**src/rtl/muxn_pkg.sv**
```systemverilog
// muxn_pkg: shared state encoding and default sizes for the muxn selector family
package muxn_pkg;
  typedef enum logic [1:0] {EMPTY = 2'd0, ONE = 2'd1, FULL = 2'd2} state_e;
  localparam int DEF_WIDTH = 32;
  localparam int DEF_NUM_IN = 4;
endpackage

```
**src/rtl/muxn_comb.sv**
```systemverilog
// muxn_comb: combinational N:1 selector with out-of-range select detect
module muxn_comb #(
  parameter int WIDTH = 32,
  parameter int NUM_IN = 4,
  parameter int SEL_W = 2,
  parameter logic [WIDTH-1:0] OOR_VALUE = '0
) (
  input  logic [NUM_IN*WIDTH-1:0] data_i,
  input  logic [SEL_W-1:0]        sel_i,
  output logic [WIDTH-1:0]        data_o,
  output logic                    oor_o
);
  localparam logic [SEL_W:0] N = NUM_IN[SEL_W:0];
  assign oor_o = {1'b0, sel_i} >= N;
  always_comb begin
    data_o = OOR_VALUE;
    for (int k = 0; k < NUM_IN; k++)
      if (sel_i == SEL_W'(k)) data_o = data_i[k*WIDTH +: WIDTH];
  end
endmodule

```
**src/rtl/muxn_skid.sv**
```systemverilog
// muxn_skid: N:1 selector feeding a 2-entry skid buffer with valid/ready, flush and sticky OOR flag
module muxn_skid import muxn_pkg::*; #(
  parameter int WIDTH = DEF_WIDTH,
  parameter int NUM_IN = DEF_NUM_IN,
  parameter int SEL_W = 2,
  parameter logic [WIDTH-1:0] OOR_VALUE = '0
) (
  input  logic                    clk,
  input  logic                    reset,
  input  logic [NUM_IN*WIDTH-1:0] in_data,
  input  logic [SEL_W-1:0]        in_sel,
  input  logic                    in_valid,
  output logic                    in_ready,
  output logic [WIDTH-1:0]        out_data,
  output logic [SEL_W-1:0]        out_sel,
  output logic                    out_valid,
  input  logic                    out_ready,
  input  logic                    flush,
  output logic                    err_oor,
  input  logic                    err_clr
);
  state_e state_q, state_d;
  logic [WIDTH-1:0] main_data_q, main_data_d, skid_data_q, skid_data_d, sel_val;
  logic [SEL_W-1:0] main_sel_q, main_sel_d, skid_sel_q, skid_sel_d;
  logic err_q, err_d, oor, in_fire, out_fire;
  muxn_comb #(.WIDTH(WIDTH), .NUM_IN(NUM_IN), .SEL_W(SEL_W), .OOR_VALUE(OOR_VALUE)) u_comb (
    .data_i(in_data), .sel_i(in_sel), .data_o(sel_val), .oor_o(oor)
  );
  assign in_ready = !reset && !flush && state_q != FULL;
  assign out_valid = state_q != EMPTY;
  assign in_fire = in_valid && in_ready;
  assign out_fire = out_valid && out_ready;
  assign out_data = main_data_q;
  assign out_sel = main_sel_q;
  assign err_oor = err_q;
  always_comb begin
    state_d = state_q;
    main_data_d = main_data_q;
    main_sel_d = main_sel_q;
    skid_data_d = skid_data_q;
    skid_sel_d = skid_sel_q;
    err_d = (in_fire && oor) ? 1'b1 : err_clr ? 1'b0 : err_q;
    // flush drops entries but leaves the last output word visible
    if (flush) state_d = EMPTY;
    else
      unique case (state_q)
        EMPTY: if (in_fire) begin
          main_data_d = sel_val;
          main_sel_d = in_sel;
          state_d = ONE;
        end
        ONE: if (in_fire && out_fire) begin
          main_data_d = sel_val;
          main_sel_d = in_sel;
        end else if (in_fire) begin
          skid_data_d = sel_val;
          skid_sel_d = in_sel;
          state_d = FULL;
        end else if (out_fire) state_d = EMPTY;
        FULL: if (out_fire) begin
          main_data_d = skid_data_q;
          main_sel_d = skid_sel_q;
          state_d = ONE;
        end
        default: state_d = EMPTY;
      endcase
  end
  always_ff @(posedge clk) begin
    if (reset) begin
      state_q <= EMPTY;
      main_data_q <= '0;
      main_sel_q <= '0;
      skid_data_q <= '0;
      skid_sel_q <= '0;
      err_q <= 1'b0;
    end else begin
      state_q <= state_d;
      main_data_q <= main_data_d;
      main_sel_q <= main_sel_d;
      skid_data_q <= skid_data_d;
      skid_sel_q <= skid_sel_d;
      err_q <= err_d;
    end
  end
endmodule

```
**config.mk**
```make
export PLATFORM = sky130hd
export DESIGN_NAME = muxn_skid
export DESIGN_NICKNAME = d
export VERILOG_FILES = /design/src/rtl/muxn_pkg.sv /design/src/rtl/muxn_comb.sv /design/src/rtl/muxn_skid.sv
export SDC_FILE = /design/constraint.sdc
export NUM_CORES = 1
export LEC_CHECK = 0
export ABC_AREA = 1
export BUFFER_PORTS_ARGS = -buffer_cell sky130_fd_sc_hd__buf_2
export CORE_ASPECT_RATIO = 0.75
export CORE_MARGIN = 2
export CORE_UTILIZATION = 40
export DETAILED_ROUTE_END_ITERATION = 8
export PLACE_DENSITY = 0.69
export SLEW_MARGIN = 40
export SYNTH_ARGS = -nofsm -noshare
export SYNTH_HDL_FRONTEND = slang
export SYNTH_SLANG_ARGS = --single-unit
```
**constraint.sdc**
```tcl
create_clock -name clk -period 3 [get_ports clk]
set_input_delay 0 -clock clk [delete_from_list [all_inputs] [get_ports clk]]
set_output_delay 0 -clock clk [all_outputs]
set_load 0.03 [all_outputs]
```
== Word-level counts from Yosys, hierarchy flattened ==
Index checks and enable logic that the tools add are counted.

* Equal/unequal tests: 11
* Muxes and demuxes: 18
* Bitwise logic cells: 2
* Reduce and logical (&&, ||, !) cells: 15

{| class="wikitable"
|+ Operators with widths
! kind !! count
|-
| 32-bit 2-to-1 mux || 7
|-
| 32-bit case mux with 3 select lines || 1
|-
| 2-bit 2-to-1 mux || 8
|-
| 2-bit case mux with 3 select lines || 2
|-
| 2-bit != test (second input constant) || 5
|-
| 4-bit AND reduction || 2
|-
| 2-bit == test (second input constant) || 3
|-
| 1-bit logical AND || 5
|-
| 5-bit AND reduction || 1
|-
| 2-bit by 1-bit == test with 1-bit output (second input constant) || 2
|-
| 2-bit logical NOT || 2
|-
| 3-bit != test (second input constant) || 1
|-
| 3-bit nonzero test || 1
|-
| 1-bit logical NOT || 2
|-
| 1-bit inverter || 2
|-
| 2-bit nonzero test || 1
|-
| 2-bit OR reduction || 1
|}

* Register bits after elaboration: 70
* Output and inout port bits: 37
* Word-level logic and storage cells: 51

== Logic depth before layout (Yosys ltp) ==
* Depth after elaboration: 7
* Gate-level depth with buffers: 10
* Mapped depth without buffers: 9

== Hierarchy ==
From an unflattened synthesis, not the netlist that was laid out.

* Cells, all modules: 733
* Area total of the unflattened synthesis: 4,390.5 µm²

{| class="wikitable"
|+ Modules (own cells, without submodules)
! module !! instances !! cells each !! area an instance (µm²) !! sequential area each (µm²)
|-
| muxn_skid || 1 || 545 || 3,410.8 || 1,421.4
|-
| muxn_comb || 1 || 188 || 979.7 || 0.0
|}

== Least setup slack after synthesis ==
No wires, ideal clock.

* Path kind: register to register
* Start point: register state_q[0]
* End point: register main_data_q[0] (netlist: out_data[0])
* Setup time: 0.113 ns
* Arrival: 1.223 ns
* Required time: 2.887 ns
* Path slack: 1.664 ns
* Stages on the path, launching flop included: 9
* Period minus slack after synthesis: 1.336 ns
* Cell sequence: dfxtp_1 inv_2 nand2_4 nand3_2 a21oi_4 nand2_4 buf_2 nor2_1 nor2_1

* Cells in the longest elaborated chain, start to end: 6
* Elaborated cells between the ends (all ways): 15
* Those cells by class: eq/ne: 6; mux: 1; reduce/logical: 8

{| class="wikitable"
|+ RTL lines
! element !! RTL line !! source
|-
| start, declared || muxn_skid.sv:22 || <nowiki>state_e state_q, state_d;</nowiki>
|-
| start signal, assigned || muxn_skid.sv:77 || <nowiki>state_q <= state_d;</nowiki>
|-
| 2-bit != test || muxn_skid.sv:29 || <nowiki>assign in_ready = !reset && !flush && state_q != FULL;</nowiki>
|-
| 1-bit logical AND || muxn_skid.sv:29 ||
|-
| 1-bit logical AND || muxn_skid.sv:31 || <nowiki>assign in_fire = in_valid && in_ready;</nowiki>
|-
| 1-bit logical AND || muxn_skid.sv:52 || <nowiki>ONE: if (in_fire && out_fire) begin</nowiki>
|-
| 2-bit != test (no source line) || n/a ||
|-
| 5-bit AND reduction (no source line) || n/a ||
|-
| end signal, assigned || muxn_skid.sv:78 || <nowiki>main_data_q <= main_data_d;</nowiki>
|-
| end, declared || muxn_skid.sv:23 || <nowiki>logic [WIDTH-1:0] main_data_q, main_data_d, skid_data_q, skid_data_d, sel_val;</nowiki>
|}

Several ways; a longest one is shown, not always the timed one.
A chain may end at the register's enable or synchronous reset.

== Worst setup path in the final report ==
* Start point: register state_q[0]
* End point: register main_data_q[8] (netlist: out_data[8])

Same word-level chain as after synthesis.

==> results by group <==
Status
  – Status: completed

STA
  – Fin Clk Skew: 0.003600 ns
  – Tmin final: 1.982 ns
  – Fin Hold WS: 0.01410 ns
  – Slew Viols, Final: 0
  – Worst-margin pin slew: 0.7938 ns
  – Sum Neg Setup Slack: 0 ns
  – RSZ-0062 raised after global routing: false
  – Final setup viols: 0
  – Peak Freq: 504.5 MHz
  – Part of the cycle the worst path needs: 66.08%
  – Max_slew headroom: 46.75%
  – Final Hold Fails: 0

Job
  – Number of max-cap violations: 0

Logic synthesis
  – Register bit total from synthesis: 70
  – Synth area leaders: dfxtp_1, nand2_1, nand3_1, nor2_1, o21ai_0
  – Cell accounting for the most synthesized area: dfxtp_1
  – Most common cell in the synthesized netlist: nand2_1
  – Top cell type's share of synthesized area: 33.82%
  – Ys Warns: 0
  – Primary FF master, synth: dfxtp_1
  – Cell area after synthesis: 4144 um2
  – Synth Area per Inst: 6.112 um2
  – Syn_nets: 814
  – Unique masters post-synth: 27
  – Post-synthesis sequential area ratio: 33.82%
  – Number of synthesized flops with an enable pin: 0
  – Top post-synthesis cells by count: nand2_1, nor2_1, nand3_1
  – Ys async rst share: 0%
  – Post-Synthesis Cells: 678

Clock network
  – # clock sinks: 70
  – # Post-CTS Setup Buffers: 0
  – Clock Tree Buf Depth: 2
  – Post-CTS sizing: 0
  – H-tree depth: 3
  – CTS tree: built
  – Worst-path clk slew: 0.05 ns
  – Worst skew pair latency: 0.33 ns
  – TritonCTS Buffers: 9
  – CTS root buf: clkbuf_16

GRT
  – First-pass GRT wire length: 21370 um
  – GRT overflow: 0
  – Antenna violations before repair: 0
  – Vias in the first global route: 4676
  – Global-route usage over all layers: 24.17%
  – Largest net degree at the start of global routing: 68

Worst setup path
  – Crit path DAT: 2.25 ns
  – R2R setup slack: 1.02 ns
  – CP Launch Type: register
  – Worst Reg2Reg Path Length in Cells: 8
  – Reg-to-Reg End: out_data[8]$_SDFFE_PP0P_
  – Critical path capture point type: register
  – CP required: 3.26 ns
  – Worst Setup Path Type: register to register
  – Origin of the critical flop-to-flop path: state_q[0]$_SDFFE_PP0P_
  – Crit-path max FO: 64

Power
  – Power per cell area: 459.5 nW/um2
  – Max VDD drop: 0.2110 mV
  – Leak Pwr: 0.002698 uW

Layout
  – Layout Nets: 959
  – Fillers: 1038
  – Area Overhead vs Synth: 28.05%
  – Layout cell share with drive strength beyond 1: 26.39%
  – Diode count: 0

Die
  – # IOs: 173
  – Initial Util: 40.75%
  – Die X: 121.5 um
  – Total Die Area: 11200 um2
  – Chip height: 92.15 um
  – Site Rows: 32
  – Core ar.: 10170 um2

Routing
  – DRC: 0
  – Initial DRC count: 285
  – First-pass DRT Iterations: 5
  – Wire length per cell: 13.88 um
  – WL final: 13360 um
  – Vias: 4914
  – Vias per inst: 5.108
  – Remaining antenna violation count after routing: 0

Place
  – Final Wtd Congestion: 0.8671
  – Port Buffer Count: 170
  – DPL Wire Length: 8828 um

Worst hold path
  – Worst Hold Endpoint: skid_data_q[6]$_SDFFE_PP0P_
  – Hold path cells: 4
  – HP Class: primary input to register
  – Min-delay src: in_data[102]
## worst max-delay path, cell delays in order, from the launching register on
cell	delay, ns
dfxtp_1	0.36
inv_2	0.08
nand2_4	0.23
nand3_2	0.18
a21oi_4	0.25
nand2_4	0.41
nand2_1	0.18
nand2_1	0.07
nor2_1	0.10
## layer usage
metal / global-route usage [%] / wire [um] / vias to the layer above
li1: - / - / 2459
met1: 27.68 / 5826 / 2235
met2: 43.16 / 6051 / 198
met3: 6.716 / 1208 / 22
met4: 8.142 / 270 / 0
met5: 0 / 0 / -
## layout by cell type (no fill, tap or decap), drive strengths merged
master / count
a211oi: 1
a21oi: 38
buf: 175
clkbuf: 13
clkinv: 2
conb: 1
dfxtp: 70
dlygate4sd3: 5
inv: 41
nand2: 173
nand3: 98
nand3b: 2
nand4: 2
nor2: 103
o21ai: 68
o31ai: 1
or2: 33
## worst max path at each step
stage	startpoint	to	slack, ns	cells past startpoint
after floorplan	state_q[0]$_SDFFE_PP0P_	out_data[0]$_SDFFE_PP0P_	1.66	8
after global placement	state_q[0]$_SDFFE_PP0P_	out_data[24]$_SDFFE_PP0P_	1.11	7
after detailed placement	state_q[0]$_SDFFE_PP0P_	out_data[15]$_SDFFE_PP0P_	1.05	8
after CTS	state_q[0]$_SDFFE_PP0P_	out_data[15]$_SDFFE_PP0P_	1.03	8
after global routing	state_q[0]$_SDFFE_PP0P_	out_data[30]$_SDFFE_PP0P_	0.83	8
final	state_q[0]$_SDFFE_PP0P_	out_data[8]$_SDFFE_PP0P_	1.02	8
## power breakdown
part	total [uW]	leakage [uW]	switching [uW]	internal (uW)
combinational	466	0.00199	291	175
clock	992	0.000138	375	617
sequential	980	0.000568	16.9	963
## per-stage QoR
step | utilization [%] | setup WS, ns | std cells | instance area [um2] | power, uW
5_1_grt | 52.18 | 0.8255 | 962 | 5306 | 2561
3_3_place_gp | 48.95 | 1.110 | 943 | 4979 | 1448
2_1_floorplan | - | 1.664 | 678 | 4144 | 1291
3_5_place_dp | 48.98 | 1.053 | 943 | 4981 | 1459
4_1_cts | 52.18 | 1.034 | 962 | 5306 | 2459
6_report | 52.18 | 1.018 | 962 | 5306 | 2438
## repair_timing
item,CTS,global route
endpoints found under the hold margin,5,0
hold buffers,5,0
endpoints found under the setup margin,0,0
## sequential cells by signal, summed over array words and instances, names as in the netlist
signal,count
out_data,32
skid_data_q,32
skid_sel_q,2
out_sel,2
state_q,2
## layout make-up
type | instances | area (um2) | share of cell area, %
timing repair buffer | 180 | 938.4 | 17.68
multi-input combinational | 520 | 2361 | 44.49
inverter | 42 | 160.2 | 3.018
clock inverter | 1 | 5.005 | 0.09432
tap | 136 | 170.2 | 3.207
sequential | 70 | 1401 | 26.41
clock buffer | 13 | 270.3 | 5.093
## kinds of logic after synthesis
logic type             Yosys count  synth area share (%)
buffers and inverters           88                 9.209
AND/OR/NAND/NOR                411                 43.45
AO/OA/AOI/OAI                  108                 13.44
other                            1               0.09049
flip-flops                      70                 33.82
(Power assumes the default switching activity.)
